**src/rtl/mac_dot_sequencer.sv**
```systemverilog
// Sequencer that clears an external mac, feeds VEC_LEN operand pairs into it and returns the dot product.
// Optional build macro MAC_DOT_SEQ_SAT_EN clamps the captured result to 16 bits.
module mac_dot_sequencer #(
  parameter int unsigned VEC_LEN = 4,
  parameter int unsigned CNT_W   = 8
) (
  input  logic        clk,
  input  logic        rst,
  input  logic        in_valid,
  output logic        in_ready,
  input  logic [7:0]  in_a,
  input  logic [7:0]  in_b,
  output logic        mac_clr,
  output logic        mac_en,
  output logic [7:0]  mac_a,
  output logic [7:0]  mac_b,
  input  logic [23:0] mac_acc,
  output logic        out_valid,
  input  logic        out_ready,
  output logic [23:0] out_data,
  output logic        busy
);

  typedef enum logic [2:0] {
    IDLE  = 3'd0,
    CLEAR = 3'd1,
    FEED  = 3'd2,
    DRAIN = 3'd3,
    HOLD  = 3'd4
  } state_t;

  state_t             state_q;
  state_t             state_d;
  logic [CNT_W-1:0]   cnt_q;
  logic               drain_last_q;
  logic               accept;
  logic               last_pair;
  logic [23:0]        capture;

  assign accept    = in_valid && in_ready;
  assign last_pair = (cnt_q == CNT_W'(VEC_LEN - 1));

`ifdef MAC_DOT_SEQ_SAT_EN
  assign capture = (mac_acc > 24'd65535) ? 24'd65535 : mac_acc;
`else
  assign capture = mac_acc;
`endif

  always_ff @(posedge clk) begin
    if (rst) begin
      state_q <= IDLE;
    end else begin
      state_q <= state_d;
    end
  end

  always_comb begin
    state_d   = state_q;
    in_ready  = 1'b0;
    out_valid = 1'b0;
    busy      = 1'b1;
    mac_clr   = rst;
    unique case (state_q)
      IDLE: begin
        busy = 1'b0;
        if (in_valid) state_d = CLEAR;
      end
      CLEAR: begin
        mac_clr = 1'b1;
        state_d = FEED;
      end
      FEED: begin
        in_ready = 1'b1;
        if (in_valid && last_pair) state_d = DRAIN;
      end
      DRAIN: begin
        if (drain_last_q) state_d = HOLD;
      end
      HOLD: begin
        out_valid = 1'b1;
        if (out_ready) state_d = IDLE;
      end
      default: state_d = IDLE;
    endcase
  end

  // mac_en tracks the handshake one cycle late, so it naturally drops in gaps and in the second DRAIN cycle.
  always_ff @(posedge clk) begin
    if (rst) begin
      cnt_q        <= '0;
      drain_last_q <= 1'b0;
      mac_en       <= 1'b0;
      mac_a        <= '0;
      mac_b        <= '0;
      out_data     <= '0;
    end else begin
      mac_en       <= accept;
      drain_last_q <= (state_q == DRAIN) && !drain_last_q;
      if (state_q == CLEAR) begin
        cnt_q <= '0;
      end else if (accept) begin
        cnt_q <= cnt_q + CNT_W'(1);
      end
      if (accept) begin
        mac_a <= in_a;
        mac_b <= in_b;
      end
      if ((state_q == DRAIN) && drain_last_q) begin
        out_data <= capture;
      end
    end
  end

endmodule

```
**config.mk**
```make
export PLATFORM = sky130hd
export DESIGN_NAME = mac_dot_sequencer
export DESIGN_NICKNAME = d
export VERILOG_FILES = /design/src/rtl/mac_dot_sequencer.sv
export SDC_FILE = /design/constraint.sdc
export NUM_CORES = 1
export LEC_CHECK = 0
export ABC_AREA = 1
export BUFFER_PORTS_ARGS = -buffer_cell sky130_fd_sc_hd__buf_2
export CORE_ASPECT_RATIO = 1.25
export CORE_MARGIN = 2
export CORE_UTILIZATION = 40
export CTS_BUF_LIST = sky130_fd_sc_hd__clkbuf_4 sky130_fd_sc_hd__clkbuf_8
export DETAILED_ROUTE_END_ITERATION = 8
export PLACE_DENSITY_LB_ADDON = 0.25
export SYNTH_ARGS = -nofsm -noshare
export SYNTH_HDL_FRONTEND = slang
export SYNTH_SLANG_ARGS = --single-unit
```
**constraint.sdc**
```tcl
create_clock -name clk -period 1.6 [get_ports clk]
set_input_delay 0.32 -clock clk [delete_from_list [all_inputs] [get_ports clk]]
set_output_delay 0.32 -clock clk [all_outputs]
set_load 0.05 [all_outputs]
```
==> impl_metrics.env, run 1 <==
export IMPL_share_of_the_synthesized_netlist_area_taken_by_xor_and_xnor_gates_pct=0
export IMPL_muxShareOfSynthArea_pct=0
export IMPL_run_status="finished clean"
export IMPL_placed_cell_area_mm2=0.00258
export IMPL_tritoncts_num_buffers=5
export IMPL_finalWeightedCongestion=0.823
export IMPL_place_ws_ns=0.0705
export IMPL_ys_top_cells_by_area="sky130_fd_sc_hd__dfxtp_1, sky130_fd_sc_hd__nand2_1, sky130_fd_sc_hd__a21oi_1"
export IMPL_layout_core_utilization_pct=55.0
export IMPL_grt_ovf=0
export IMPL_finalWorstPathRequiredPeriod_ns=1.55
export IMPL_slew_viol_final=0
export IMPL_worstSetupPathType="reg2out"
export IMPL_cp_end_kind="primary output"
export IMPL_cts_htree_levels=2
export IMPL_post_synth_and_or_nand_nor_area_fraction_pct=28.0
export IMPL_wire_per_inst_um=11.9
export IMPL_holdWs_ns=0.250
export IMPL_yosys_reg_bits=53
export IMPL_cap_viol_max_count=0
export IMPL_detail_route_antenna_nets=0
export IMPL_synthDistinctLibCells=21
export IMPL_placeableCoreArea_mm2=0.00501
export IMPL_n_antenna_cell=0
export IMPL_clock_tree_from_tritoncts="yes"
export IMPL_dp_cells=418
export IMPL_buffer_ports_inserted=88
export IMPL_placement_rows=29
export IMPL_netSwitchingFraction_pct=34.7
export IMPL_num_clock_sinks=53
export IMPL_max_clock_freq_mhz=646
export IMPL_syn_mean_instance_area_um2=7.50
export IMPL_postLayoutSetupSlackWorst_ns=0.0529
export IMPL_synth_async_reset_ratio_pct=0
export IMPL_cts_root_buf="sky130_fd_sc_hd__clkbuf_8"
export IMPL_seq_power_share_pct=41.5
export IMPL_fin_area_mm2=0.00275
export IMPL_power_density_mw_per_mm2=1300
export IMPL_ys_top_cells_by_count="sky130_fd_sc_hd__nand2_1, sky130_fd_sc_hd__dfxtp_1, sky130_fd_sc_hd__a21oi_1"
export IMPL_timing_final_setup_violations=0
export IMPL_post_layout_nonfiller_instances=426
export IMPL_synth_compound_gate_area_share_pct=13.1
export IMPL_drive_gt1_share_pct=33.0
export IMPL_grt_pass1_vias=1791
export IMPL_dpl_hpwl_um=3560
export IMPL_detailedRoute_firstPassIterationCount=4
export IMPL_vias_per_cell=4.83
export IMPL_synth_top_family_by_area="simple AND/OR/NAND/NOR gates"
export IMPL_critical_path_required_ns=1.28
export IMPL_clockPowerShare_pct=29.2
export IMPL_post_synth_top_count_cell="sky130_fd_sc_hd__nand2_1"
export IMPL_drt_first_iter_violations=151
export IMPL_power_net_switching_mw=1.25
export IMPL_finish_net_count=408
export IMPL_detail_route_drc_violations=0
export IMPL_post_layout_total_power_mw=3.59
export IMPL_data_arrival_critical_path_ns=1.23
export IMPL_netlist_area_mm2=0.00205
export IMPL_p_leak_nw=1.25
export IMPL_worstHoldPathType="in2reg"
export IMPL_synth_flop_cell="sky130_fd_sc_hd__dfxtp_1"
export IMPL_yosysTopAreaCell="sky130_fd_sc_hd__dfxtp_1"
export IMPL_top_fanout_value_on_the_critical_path=5
export IMPL_share_of_the_yosys_chip_area_belonging_to_registers_pct=51.8
export IMPL_worst_slew_pin_transition_ns=0.478
export IMPL_peakVddDrop_mv=0.727
export IMPL_timing_slew_headroom_pct=68.2
export IMPL_synth_warning_count=0
export IMPL_longest_clk_path_bufs=2
export IMPL_starting_utilization_of_the_core_area_pct=40.9
export IMPL_timing_critical_path_from_type="flop"
export IMPL_grt_pass1_wl_um=7940
export IMPL_worst_skew_pair_late_latency_ns=0.30
export IMPL_cts_hold_buffers=0
export IMPL_fin_worst_skew_ns=0.00811
export IMPL_cellInternalPower_mw=2.35
export IMPL_synth_edff_count=0
export IMPL_ios=89
export IMPL_post_synth_inst_count=273
export IMPL_critical_path_cell_chain="inv_1 -> nand3_2 -> nand2_2 -> buf_8"
export IMPL_grt_max_degree=45
export IMPL_totalNegativeSetupSlack_ns=0
export IMPL_cts_repair_timing_setup_buffer_count=0
export IMPL_drt_total_wl_um=5070
export IMPL_die_h_um=84.0
export IMPL_area_delta_synth_final_pct=34.5
export IMPL_critical_path_slowest_cell="sky130_fd_sc_hd__dfxtp_2"
export IMPL_vias=2058
export IMPL_critPathMaxStageDelay_ns=0.36
export IMPL_syn_nets=318
export IMPL_clkSlewWorstSetupHoldPaths_ns=0.10
export IMPL_timing_final_hold_violations=0
export IMPL_die_area_mm2=0.00571
export IMPL_die_width_um=68.0
export IMPL_groute_usage_overall_pct=17.9
export IMPL_synth_largest_type_area_fraction_pct=51.8
export IMPL_antenna_found_initial=0
export IMPL_combinationalPowerShare_pct=29.3
export IMPL_synth_fa_ha_area_share_pct=0.611
export IMPL_period_share_pct=96.7
-- layer usage --
layer | wire, um | GRT usage, % | part of all wire [%] | up-vias
li1 | - | - | - | 1064
met1 | 2190 | 22.8 | 43 | 936
met2 | 2570 | 28.9 | 51 | 53
met3 | 247 | 4.18 | 4.9 | 5
met4 | 59 | 6.00 | 1.2 | 0
met5 | 0 | 0 | 0 | -
-- critical path, delay by kind of cell (launching register included) --
kind	cells	cell delay (ns)
buffers and inverters	2	0.32
and+or+nand+nor	2	0.25
DFF	1	0.36
-- flip-flops by register name, indices dropped and copies added, names as in the netlist --
name and cells:
cnt_q 8, drain_last_q 1, mac_b 8, state_q 3
out_data 24, mac_a 8, mac_en 1
-- placed cells by master (no fill, tap or decap), types with 2 or more instances in the layout --
| cell | synthesis | final |
|---|---|---|
| sky130_fd_sc_hd__inv_1 | 16 | 15 |
| sky130_fd_sc_hd__buf_4 | 1 | 11 |
| sky130_fd_sc_hd__nand3_1 | 33 | 32 |
| sky130_fd_sc_hd__nor3_1 | 4 | 3 |
| sky130_fd_sc_hd__clkbuf_8 | 0 | 5 |
| sky130_fd_sc_hd__inv_2 | 2 | 3 |
| sky130_fd_sc_hd__nor2_1 | 10 | 9 |
| sky130_fd_sc_hd__a21oi_1 | 49 | 49 |
| sky130_fd_sc_hd__buf_2 | 4 | 85 |
| sky130_fd_sc_hd__nand2_1 | 80 | 79 |
| sky130_fd_sc_hd__o21ai_0 | 3 | 3 |
| sky130_fd_sc_hd__bufinv_16 | 0 | 2 |
| sky130_fd_sc_hd__dfxtp_2 | 0 | 3 |
| sky130_fd_sc_hd__dfxtp_1 | 53 | 50 |
-- repair_timing --
| action | 4_1_cts | 5_1_grt |
|---|---|---|
| endpoints found under the setup margin | 2 | 11 |
| pin swaps | 0 | 1 |
| resized for setup | 5 | 9 |
-- cell families (layout without fill, tap and decap cells) --
kind of cell	count (synthesis)	after routing
flops	53	53
simple gates	133	133
buf+inv	33	124
compound gates	53	53
fa+ha+maj	1	1
-- path summary, 6_finish.rpt --
kind                                           startpoint                   endpoint  slack [ns]  depth (start not counted)
worst min-delay path                              in_a[6]      mac_a[6]$_SDFFE_PP0P_        0.25                          3
worst max-delay path              state_q[1]$_SDFFE_PP0P_                    mac_clr        0.05                          4
worst max register to register    state_q[0]$_SDFFE_PP0P_      mac_a[7]$_SDFFE_PP0P_        0.19                          6
worst min register to register  out_data[18]$_SDFFE_PP0P_  out_data[18]$_SDFFE_PP0P_        0.46                          2
-- cell type report --
class	count	area [um^2]
clock buffer	5	68.8
clock inverter	3	65.1
fill	501	2250
inverter	18	67.6
multi-input combinational	187	878
sequential	53	1060
tap	62	77.6
timing repair buffer	98	531
-- power groups by stage --
stage,clock network (mW),logic (mW),registers (mW)
2_1_floorplan,0,0.560,1.67
3_3_place_gp,0,1.01,1.50
3_5_place_dp,0,1.01,1.51
4_1_cts,1.08,1.04,1.48
5_1_grt,1.13,1.14,1.51
6_report,1.05,1.05,1.49
No activity file was read; power rests on OpenSTA's default activity.
==> run 2: changes to the inputs <==
--- a/config.mk
+++ b/config.mk
@@ -6,12 +6,13 @@
 export NUM_CORES = 1
 export LEC_CHECK = 0
 export ABC_AREA = 1
-export BUFFER_PORTS_ARGS = -buffer_cell sky130_fd_sc_hd__buf_2
+export BUFFER_PORTS_ARGS = -buffer_cell sky130_fd_sc_hd__buf_4
 export CORE_ASPECT_RATIO = 1.25
 export CORE_MARGIN = 2
 export CORE_UTILIZATION = 40
 export CTS_BUF_LIST = sky130_fd_sc_hd__clkbuf_4 sky130_fd_sc_hd__clkbuf_8
 export DETAILED_ROUTE_END_ITERATION = 8
+export MAX_ROUTING_LAYER = met4
 export PLACE_DENSITY_LB_ADDON = 0.25
 export SYNTH_ARGS = -nofsm -noshare
 export SYNTH_HDL_FRONTEND = slang
==> impl_metrics.env, run 2 (synthesized netlist as in run 1, its figures left out) <==
export IMPL_cp_end_kind="primary output"
export IMPL_place_ws_ns=0.134
export IMPL_route_met3_wl_um=231
export IMPL_cts_htree_levels=2
export IMPL_die_h_um=84.0
export IMPL_clkSlewWorstSetupHoldPaths_ns=0.09
export IMPL_fin_worst_skew_ns=0.00379
export IMPL_worst_skew_pair_late_latency_ns=0.30
export IMPL_ios=89
export IMPL_worstSetupPathType="reg2out"
export IMPL_vias_per_cell=4.78
export IMPL_top_fanout_value_on_the_critical_path=5
export IMPL_critPathMaxStageDelay_ns=0.37
export IMPL_detail_route_drc_violations=0
export IMPL_groute_usage_overall_pct=19.1
export IMPL_layout_common_cells="sky130_fd_sc_hd__buf_4, sky130_fd_sc_hd__nand2_1, sky130_fd_sc_hd__dfxtp_1, sky130_fd_sc_hd__a21oi_1, sky130_fd_sc_hd__nand3_1"
export IMPL_cts_hold_buffers=0
export IMPL_grt_pass1_wl_um=8270
export IMPL_p_leak_nw=1.26
export IMPL_n_antenna_cell=0
export IMPL_power_density_mw_per_mm2=1170
export IMPL_num_clock_sinks=53
export IMPL_finish_net_count=410
export IMPL_timing_critical_path_from_type="flop"
export IMPL_timing_final_setup_violations=0
export IMPL_critical_path_cell_chain="nor2_4 -> nand2_1 -> inv_1 -> buf_6"
export IMPL_vias=2044
export IMPL_placeableCoreArea_mm2=0.00501
export IMPL_clock_tree_from_tritoncts="yes"
export IMPL_area_delta_synth_final_pct=42.8
export IMPL_max_clock_freq_mhz=642
export IMPL_finalWorstPathRequiredPeriod_ns=1.56
export IMPL_worstHoldPathType="in2reg"
export IMPL_critical_path_required_ns=1.28
export IMPL_drive_gt1_share_pct=32.5
export IMPL_finalWeightedCongestion=0.819
export IMPL_peakVddDrop_mv=0.543
export IMPL_cts_root_buf="sky130_fd_sc_hd__clkbuf_8"
export IMPL_worst_slew_pin_transition_ns=0.463
export IMPL_wl_met1_um=2200
export IMPL_grt_pass1_vias=1880
export IMPL_die_area_mm2=0.00571
export IMPL_met2WireLength_um=2660
export IMPL_placement_rows=29
export IMPL_run_status="finished clean"
export IMPL_cap_viol_max_count=0
export IMPL_drt_first_iter_violations=87
export IMPL_slew_viol_final=0
export IMPL_postLayoutSetupSlackWorst_ns=0.0413
export IMPL_critical_path_slowest_cell="sky130_fd_sc_hd__dfxtp_2"
export IMPL_dp_cells=418
export IMPL_period_share_pct=97.4
export IMPL_largest_register="out_data"
export IMPL_top_signal_layer_used="met4"
export IMPL_grt_ovf=0
export IMPL_post_layout_nonfiller_instances=428
export IMPL_timing_final_hold_violations=0
export IMPL_starting_utilization_of_the_core_area_pct=40.9
export IMPL_longest_clk_path_bufs=2
export IMPL_flip_flop_count_of_the_largest_register_all_copies_and_words_added=24
export IMPL_drt_total_wl_um=5190
export IMPL_layout_filler_cells=487
export IMPL_data_arrival_critical_path_ns=1.24
export IMPL_most_common_library_cell_in_the_layout_ignoring_fill_and_taps="sky130_fd_sc_hd__buf_4"
export IMPL_r2r_slack_ns=0.12
export IMPL_antenna_found_initial=0
export IMPL_timing_slew_headroom_pct=69.2
export IMPL_grt_max_degree=45
export IMPL_detail_route_antenna_nets=0
export IMPL_tritoncts_num_buffers=5
export IMPL_totalNegativeSetupSlack_ns=0
export IMPL_buffer_ports_inserted=88
export IMPL_die_width_um=68.0
export IMPL_dpl_hpwl_um=3710
export IMPL_wire_per_inst_um=12.1
export IMPL_detailedRoute_firstPassIterationCount=4
run 2: power by group:
part	internal [mW]	switching, mW
combinational	0.401	0.742
sequential	1.41	0.0822
clock	0.351	0.428
run 2: metal layers:
| layer | up-vias | global-route usage, % |
|---|---|---|
| met5 | - | - |
| met4 | 0 | 7.27 |
| met3 | 6 | 3.91 |
| met2 | 54 | 30.4 |
| met1 | 916 | 23.2 |
| li1 | 1068 | - |
run 2: cell type report:
cell class / count / area, um^2 / area share [%]
clock inverters: 2 / 13.8 / 0.471
inverters: 18 / 67.6 / 2.31
repair buffers: 100 / 754 / 25.8
flip-flops and latches: 53 / 1060 / 36.4
multi-input cells: 187 / 863 / 29.5
well taps: 62 / 77.6 / 2.65
clock buffers: 6 / 82.6 / 2.82
run 2: stage by stage:
| step | utilization (%) | area, um^2 | total power [mW] | hold WS (ns) |
|---|---|---|---|---|
| floorplan | - | 2050 | 2.23 | 0.439 |
| global placement | 55.9 | 2800 | 2.59 | 0.448 |
| detailed placement | 55.9 | 2800 | 2.60 | 0.452 |
| CTS | 58.0 | 2900 | 3.39 | 0.255 |
| global route | 58.4 | 2920 | 3.59 | 0.257 |
| finish | 58.4 | 2920 | 3.41 | 0.263 |
run 2: worst max-delay path: cells and delay by family, from the launching register on:
kind / cells / cell delay [ns]
DFF: 1 / 0.37
buffers and inverters: 2 / 0.27
and+or+nand+nor: 2 / 0.28
run 2: final timing paths:
kind                                                start                        end  cells past startpoint
worst max-delay path              state_q[0]$_SDFFE_PP0P_                   in_ready                      4
worst max register to register    state_q[0]$_SDFFE_PP0P_      cnt_q[5]$_SDFFE_PP0P_                      6
worst min register to register  out_data[14]$_SDFFE_PP0P_  out_data[14]$_SDFFE_PP0P_                      2
worst min-delay path                              in_a[5]      mac_a[5]$_SDFFE_PP0P_                      3
run 2: timing repair:
item | CTS | global route
pin swaps | 0 | 1
resized for setup | 4 | 2
endpoints found under the hold margin | 0 | 0
endpoints found under the setup margin | 2 | 13
cloned | 0 | 0
buffers inserted | 0 | 2
